==> src/rtl/reg_bus_initiator_if.sv <==
// Command, response and register-bus signals of reg_bus_initiator.
// master: the initiator side; slave: the environment (command source, response sink, responder).
interface reg_bus_initiator_if;
    logic        cmd_valid;
    logic        cmd_ready;
    logic        cmd_write;
    logic [31:0] cmd_addr;
    logic [31:0] cmd_wdata;
    logic [3:0]  cmd_wstrb;
    logic        rsp_valid;
    logic        rsp_ready;
    logic [31:0] rsp_rdata;
    logic        rsp_err;
    logic [31:0] bus_addr;
    logic        bus_re;
    logic        bus_we;
    logic [31:0] bus_wdata;
    logic [3:0]  bus_wstrb;
    logic [31:0] bus_rdata;
    logic        bus_ready;

    modport master (
        input  cmd_valid, cmd_write, cmd_addr, cmd_wdata, cmd_wstrb, rsp_ready,
               bus_rdata, bus_ready,
        output cmd_ready, rsp_valid, rsp_rdata, rsp_err, bus_addr, bus_re, bus_we,
               bus_wdata, bus_wstrb
    );

    modport slave (
        output cmd_valid, cmd_write, cmd_addr, cmd_wdata, cmd_wstrb, rsp_ready,
               bus_rdata, bus_ready,
        input  cmd_ready, rsp_valid, rsp_rdata, rsp_err, bus_addr, bus_re, bus_we,
               bus_wdata, bus_wstrb
    );
endinterface

==> src/rtl/reg_bus_initiator.sv <==
// Register-bus initiator: buffers read/write commands in a FIFO, issues each as one
// strobed bus access that waits for READY (with timeout), and returns a response.
// Optional macro REG_BUS_ALIGN_CHECK_EN rejects commands with addr[1:0] != 0 without
// touching the bus.
module reg_bus_initiator #(
    parameter int unsigned CMD_DEPTH = 4,
    parameter int unsigned TIMEOUT   = 15
) (
    input  logic                clk,
    input  logic                rst_b,
    reg_bus_initiator_if.master bus_if,
    output logic                busy
);

    localparam int unsigned AW = $clog2(CMD_DEPTH);
    localparam logic [7:0] TimeoutLast = 8'(TIMEOUT - 1);

    localparam logic [1:0] StIdle   = 2'd0;
    localparam logic [1:0] StAccess = 2'd1;
    localparam logic [1:0] StResp   = 2'd2;

    typedef struct packed {
        logic        write;
        logic [31:0] addr;
        logic [31:0] wdata;
        logic [3:0]  wstrb;
    } cmd_t;

    cmd_t        mem_q [CMD_DEPTH];
    logic [AW:0] wr_ptr_q, rd_ptr_q;
    logic        empty, full, push, pop;
    cmd_t        head;

    logic [1:0]  state_q, state_d;
    logic        write_q, write_d;
    logic [31:0] addr_q, addr_d;
    logic [31:0] wdata_q, wdata_d;
    logic [3:0]  wstrb_q, wstrb_d;
    logic [7:0]  cnt_q, cnt_d;
    logic [31:0] rdata_q, rdata_d;
    logic        err_q, err_d;

    assign empty = (wr_ptr_q == rd_ptr_q);
    assign full  = (wr_ptr_q[AW] != rd_ptr_q[AW]) && (wr_ptr_q[AW-1:0] == rd_ptr_q[AW-1:0]);
    assign push  = bus_if.cmd_valid && !full;
    assign pop   = (state_q == StIdle) && !empty;
    assign head  = mem_q[rd_ptr_q[AW-1:0]];

    // FIFO storage; contents are meaningless once the pointers say empty, so no reset.
    always_ff @(posedge clk) begin
        if (push) begin
            mem_q[wr_ptr_q[AW-1:0]] <= '{write: bus_if.cmd_write, addr: bus_if.cmd_addr,
                                         wdata: bus_if.cmd_wdata, wstrb: bus_if.cmd_wstrb};
        end
    end

    // FIFO pointers, one extra bit to tell full from empty.
    always_ff @(posedge clk or negedge rst_b) begin
        if (!rst_b) begin
            wr_ptr_q <= '0;
            rd_ptr_q <= '0;
        end else begin
            if (push) wr_ptr_q <= wr_ptr_q + 1'b1;
            if (pop)  rd_ptr_q <= rd_ptr_q + 1'b1;
        end
    end

    // Transaction FSM next-state: launch from FIFO head, wait/timeout, hold response.
    always_comb begin
        state_d = state_q;
        write_d = write_q;
        addr_d  = addr_q;
        wdata_d = wdata_q;
        wstrb_d = wstrb_q;
        cnt_d   = cnt_q;
        rdata_d = rdata_q;
        err_d   = err_q;
        case (state_q)
            StIdle: begin
                if (!empty) begin
                    write_d = head.write;
                    addr_d  = head.addr;
                    wdata_d = head.wdata;
                    wstrb_d = head.write ? head.wstrb : 4'h0;
                    cnt_d   = 8'd0;
`ifdef REG_BUS_ALIGN_CHECK_EN
                    if (head.addr[1:0] != 2'b00) begin
                        err_d   = 1'b1;
                        rdata_d = 32'h0;
                        state_d = StResp;
                    end else begin
                        state_d = StAccess;
                    end
`else
                    state_d = StAccess;
`endif
                end
            end
            StAccess: begin
                if (bus_if.bus_ready) begin
                    rdata_d = write_q ? 32'h0 : bus_if.bus_rdata;
                    err_d   = 1'b0;
                    state_d = StResp;
                end else begin
                    cnt_d = cnt_q + 8'd1;
                    // Counter reaches TIMEOUT on this cycle: abort after TIMEOUT strobe cycles.
                    if (cnt_q == TimeoutLast) begin
                        err_d   = 1'b1;
                        rdata_d = 32'h0;
                        state_d = StResp;
                    end
                end
            end
            StResp: begin
                if (bus_if.rsp_ready) state_d = StIdle;
            end
            default: state_d = StIdle;
        endcase
    end

    // Transaction FSM state and captured command/response registers.
    always_ff @(posedge clk or negedge rst_b) begin
        if (!rst_b) begin
            state_q <= StIdle;
            write_q <= 1'b0;
            addr_q  <= 32'h0;
            wdata_q <= 32'h0;
            wstrb_q <= 4'h0;
            cnt_q   <= 8'd0;
            rdata_q <= 32'h0;
            err_q   <= 1'b0;
        end else begin
            state_q <= state_d;
            write_q <= write_d;
            addr_q  <= addr_d;
            wdata_q <= wdata_d;
            wstrb_q <= wstrb_d;
            cnt_q   <= cnt_d;
            rdata_q <= rdata_d;
            err_q   <= err_d;
        end
    end

    // Strobes decode from state so reset drops them asynchronously.
    always_comb begin
        bus_if.cmd_ready = !full;
        bus_if.bus_re    = (state_q == StAccess) && !write_q;
        bus_if.bus_we    = (state_q == StAccess) && write_q;
        bus_if.bus_addr  = addr_q;
        bus_if.bus_wdata = wdata_q;
        bus_if.bus_wstrb = wstrb_q;
        bus_if.rsp_valid = (state_q == StResp);
        bus_if.rsp_rdata = rdata_q;
        bus_if.rsp_err   = err_q;
        busy             = !empty || (state_q != StIdle);
    end

endmodule

==> src/flat_wrapper.sv <==
// flat-port wrapper written by rule: the top's interface ports become plain ports
module reg_bus_initiator_flat 
#(
    parameter int unsigned CMD_DEPTH = 4,
    parameter int unsigned TIMEOUT   = 15
)
  (clk, rst_b, busy, bus_if_cmd_valid, bus_if_cmd_write, bus_if_cmd_addr, bus_if_cmd_wdata, bus_if_cmd_wstrb, bus_if_rsp_ready, bus_if_bus_rdata, bus_if_bus_ready, bus_if_cmd_ready, bus_if_rsp_valid, bus_if_rsp_rdata, bus_if_rsp_err, bus_if_bus_addr, bus_if_bus_re, bus_if_bus_we, bus_if_bus_wdata, bus_if_bus_wstrb);
  reg_bus_initiator_if bus_if_i ();
  input  logic clk;
  input  logic rst_b;
  output logic busy;
  input wire logic [$bits(bus_if_i.cmd_valid)-1:0] bus_if_cmd_valid;
  input wire logic [$bits(bus_if_i.cmd_write)-1:0] bus_if_cmd_write;
  input wire logic [$bits(bus_if_i.cmd_addr)-1:0] bus_if_cmd_addr;
  input wire logic [$bits(bus_if_i.cmd_wdata)-1:0] bus_if_cmd_wdata;
  input wire logic [$bits(bus_if_i.cmd_wstrb)-1:0] bus_if_cmd_wstrb;
  input wire logic [$bits(bus_if_i.rsp_ready)-1:0] bus_if_rsp_ready;
  input wire logic [$bits(bus_if_i.bus_rdata)-1:0] bus_if_bus_rdata;
  input wire logic [$bits(bus_if_i.bus_ready)-1:0] bus_if_bus_ready;
  output wire logic [$bits(bus_if_i.cmd_ready)-1:0] bus_if_cmd_ready;
  output wire logic [$bits(bus_if_i.rsp_valid)-1:0] bus_if_rsp_valid;
  output wire logic [$bits(bus_if_i.rsp_rdata)-1:0] bus_if_rsp_rdata;
  output wire logic [$bits(bus_if_i.rsp_err)-1:0] bus_if_rsp_err;
  output wire logic [$bits(bus_if_i.bus_addr)-1:0] bus_if_bus_addr;
  output wire logic [$bits(bus_if_i.bus_re)-1:0] bus_if_bus_re;
  output wire logic [$bits(bus_if_i.bus_we)-1:0] bus_if_bus_we;
  output wire logic [$bits(bus_if_i.bus_wdata)-1:0] bus_if_bus_wdata;
  output wire logic [$bits(bus_if_i.bus_wstrb)-1:0] bus_if_bus_wstrb;
  assign bus_if_i.cmd_valid = bus_if_cmd_valid;
  assign bus_if_i.cmd_write = bus_if_cmd_write;
  assign bus_if_i.cmd_addr = bus_if_cmd_addr;
  assign bus_if_i.cmd_wdata = bus_if_cmd_wdata;
  assign bus_if_i.cmd_wstrb = bus_if_cmd_wstrb;
  assign bus_if_i.rsp_ready = bus_if_rsp_ready;
  assign bus_if_i.bus_rdata = bus_if_bus_rdata;
  assign bus_if_i.bus_ready = bus_if_bus_ready;
  assign bus_if_cmd_ready = bus_if_i.cmd_ready;
  assign bus_if_rsp_valid = bus_if_i.rsp_valid;
  assign bus_if_rsp_rdata = bus_if_i.rsp_rdata;
  assign bus_if_rsp_err = bus_if_i.rsp_err;
  assign bus_if_bus_addr = bus_if_i.bus_addr;
  assign bus_if_bus_re = bus_if_i.bus_re;
  assign bus_if_bus_we = bus_if_i.bus_we;
  assign bus_if_bus_wdata = bus_if_i.bus_wdata;
  assign bus_if_bus_wstrb = bus_if_i.bus_wstrb;
  reg_bus_initiator #(.CMD_DEPTH(CMD_DEPTH), .TIMEOUT(TIMEOUT)) u_core (.clk(clk), .rst_b(rst_b), .bus_if(bus_if_i), .busy(busy));
endmodule
==> config.mk <==
export PLATFORM = sky130hd
export DESIGN_NAME = reg_bus_initiator_flat
export DESIGN_NICKNAME = d
export VERILOG_FILES = /design/src/rtl/reg_bus_initiator_if.sv /design/src/rtl/reg_bus_initiator.sv /design/src/flat_wrapper.sv
export SDC_FILE = /design/constraint.sdc
export NUM_CORES = 1
export LEC_CHECK = 0
export ABC_AREA = 1
export BUFFER_PORTS_ARGS = -buffer_cell sky130_fd_sc_hd__clkbuf_2
export CORE_ASPECT_RATIO = 1.1
export CORE_MARGIN = 3
export CORE_UTILIZATION = 60
export CTS_CLUSTER_DIAMETER = 80
export CTS_CLUSTER_SIZE = 28
export DETAILED_ROUTE_END_ITERATION = 8
export HOLD_SLACK_MARGIN = 0.06
export PLACE_DENSITY_LB_ADDON = 0.08
export SLEW_MARGIN = 20
export SYNTH_ARGS = -nofsm -noshare
export SYNTH_HDL_FRONTEND = slang
export SYNTH_SLANG_ARGS = --single-unit
==> constraint.sdc <==
create_clock -name clk -period 6.6 [get_ports clk]
set_input_delay 0.33 -clock clk [delete_from_list [all_inputs] [get_ports clk]]
set_output_delay 0.33 -clock clk [all_outputs]
set_load 0.05 [all_outputs]
==> key figures <==
Outcome
  – Status: complete, no violations

Floorplan
  – Initial Util: between 60% and 70%
  – Die Span Y: approximately 170 um
  – Die area: roughly 27000 um2
  – Die W: 157 um
  – Placement row count: 60
  – # IOs: 212
  – Core area: 24600 um2

Synthesis
  – Area contributors post-synth: edfxtp_1 (55%), dfrtp_1 (20%), nand2_1 (7.5%)
  – Synth unique cells: 27
  – Synthesis-stage register bit count: 394
  – Register area share after synthesis: 74.3%
  – Asr flop ratio synth: about 30%
  – Post-synth top area cell: edfxtp_1
  – Most used DFF post-synth: edfxtp_1
  – Leading cell type by number of instances after synthesis: nand2_1
  – Synth top cells by count: nand2_1 (304), edfxtp_1 (276), o21ai_0 (172), nor2_1 (153), dfrtp_1 (118)
  – EDFF count, synth: 276
  – Synth Cell Area: 15100 um2
  – Synth top area share: 54.8%
  – Synth Instances: 1257
  – Mean post-synth cell area: 12.0 um2
  – Yosys warning count: 0
  – Syn nets: 1370

GRT
  – Largest net degree at the start of global routing: 97
  – Initial antenna violation count: 1
  – Vias in the first global route: roughly 9.7k
  – First-pass GRT wire length: 49900 um
  – Tot GR Track Use: between 20% and 30%
  – Global route total overflow: 0

STA
  – Fin Hold WS: between 0.07 and 0.08 ns
  – Worst Clk Skew: 0.0279 ns
  – Setup-failing EPs final: 0
  – Max-slew violations: 0
  – F_max: 277 MHz
  – Setup_tns: 0 ns
  – Slew margin rel.: 33.4%
  – Final min period: 3.61 ns
  – Unrepaired setup endpoints after global routing: false
  – Fin. Hold Viols: 0
  – Post-route setup slack: roughly 3.0 ns
  – Worst slew pin tran: 0.998 ns
  – Final period utilization: 54.7%

Clock network
  – H-Tree Depth: 1
  – CTS tree: done
  – Clk_lat worst skew: 0.52 ns
  – Root Buffer: clkbuf_16
  – Reg clk slew, reported paths: 0.10 ns
  – Maximum root-to-sink buffer count: 3
  – Num CTS Buffers: 18
  – Clock sinks: 394

Worst hold path
  – Hold Startpoint: bus_if_bus_rdata[28]
  – Hold Crit Depth: 3
  – Hold Crit Class: in -> reg

Route
  – Post-Route WL: 31900 um
  – 1st-iter DRT viols: 915
  – Drt drc: 0
  – TritonRoute pass-1 iters: 6
  – Routed wl met2: 15600 um
  – Top sig layer: met4
  – Wire length on met1: 13600 um
  – Drt via density: ~5.5
  – Wire length on met3: 2050 um
  – Routed Antenna Nets: 0
  – Wire per inst: 17.5 um
  – Vias: 10.0k

Critical path
  – Register-to-Register Path Depth: 7
  – Critical R2R Launch: u_core.rd_ptr_q[0]
  – Worst Setup SP: u_core.rd_ptr_q[0]
  – CP arrival: ~3.8 ns
  – Worst Path Class, Setup: reg -> reg
  – Worst Path Required: 6.76 ns
  – CP max FO: 50
  – Crit end category: flip-flop
  – CP Launch Type: flip-flop

Placed design
  – Pre-CTS WS: ~2.9 ns
  – Port buffer count: 211
  – Post-DP HPWL: 18400 um
  – Gpl congestion: between 0.7 and 0.8
  – Placed cell areas: 16400 um2

Cells and area
  – Layout Utilization: between 70% and 80%
  – Design area: 17700 um2
  – Final nets: 1614
  – Area grow syn2layout: 17.0%
  – Layout cell share with drive strength beyond 1: 17.1%

Power and ir drop
  – PwrDens: 490 nW/um2
  – Max VDD drop: 0.312 mV
  – Lkg Pwr: 7.20 nW

Run
  – MaxCap Viol Count: 0
repair_timing:
item	in CTS	in global routing
setup buffers	0	0
hold endpoints to repair	322	4
hold buffers	73	1
resized for setup	0	0
cell usage in the layout (no fill, tap or decap), drive strengths merged, types with 2 or more instances in the layout:
master / netlist / layout
buf: 32 / 15
clkbuf: 43 / 241
dfrtp: 118 / 118
dlygate4sd3: 0 / 74
edfxtp: 276 / 276
ha: 7 / 7
inv: 21 / 21
nand2: 305 / 305
nand3: 49 / 49
nand4: 2 / 2
nor2: 153 / 153
nor3b: 2 / 2
o21ai: 177 / 177
o22ai: 64 / 64
xor2: 3 / 3
sequential cells by signal (all words and copies together) (netlist names):
register,cells
u_core.bus_if.bus_addr,32
u_core.bus_if.bus_wdata,32
u_core.bus_if.bus_wstrb,4
u_core.bus_if.rsp_err,1
u_core.bus_if.rsp_rdata,32
u_core.cnt_q,8
u_core.mem_q,276
u_core.rd_ptr_q,3
u_core.state_q,2
u_core.wr_ptr_q,3
u_core.write_q,1
critical path, cell delays in order (launching register included):
cell,delay (ns)
dfrtp_4,0.74
inv_4,0.30
nand2_1,0.14
nand2_1,0.10
nand4_1,0.17
nand2_1,0.31
nor2_4,0.80
buf_4,0.65
metal layers:
metal / up-vias / GRT usage [%]
met5: - / 0
met4: 0 / 5.21
met3: 44 / 3.30
met2: 305 / 39.9
met1: 4844 / 31.8
li1: 4841 / -
cell families after synthesis:
logic type,count (synthesis),synth area share (%)
simple gates,512,13.3
flops,394,74.3
compound gates,244,8.64
buf+inv,96,2.95
fa+ha+maj,7,0.579
xor+xnor,4,0.232
power breakdown:
group,switching (W),internal [W]
logic,0.00281,0.000870
registers,0.000312,0.00338
clock network,0.000729,0.000566
total,0.00385,0.00481
stage by stage:
| step | instances | power [W] |
|---|---|---|
| final | 1824 | 0.00866 |
| after global routing | 1824 | 0.00921 |
| after CTS | 1821 | 0.00871 |
| after detailed placement | 1716 | 0.00739 |
| after global placement | 1714 | 0.00729 |
| after floorplan | 1257 | 0.00649 |
layout make-up:
class,instances,area [um2]
diodes,1,2.50
multi-input cells,767,3470
clock buffers,31,531
inverters,21,81.3
fillers,1727,6930
repair buffers,299,1950
clock inverters,1,30.0
well taps,310,388
flip-flops and latches,394,11200
path summary, 6_finish.rpt:
kind | slack, ns | endpoint
setup / recovery | 2.99 | u_core.mem_q[1][56]
hold / removal | 0.08 | u_core.bus_if.rsp_rdata[28]
setup reg to reg | 2.99 | u_core.mem_q[1][56]
hold reg to reg | 0.49 | u_core.bus_if.bus_wdata[16]
max in group asynchronous | 4.92 | u_core.rd_ptr_q[0]
min in group asynchronous | 0.30 | u_core.bus_if.bus_addr[10]
(Power assumes the default switching activity.)
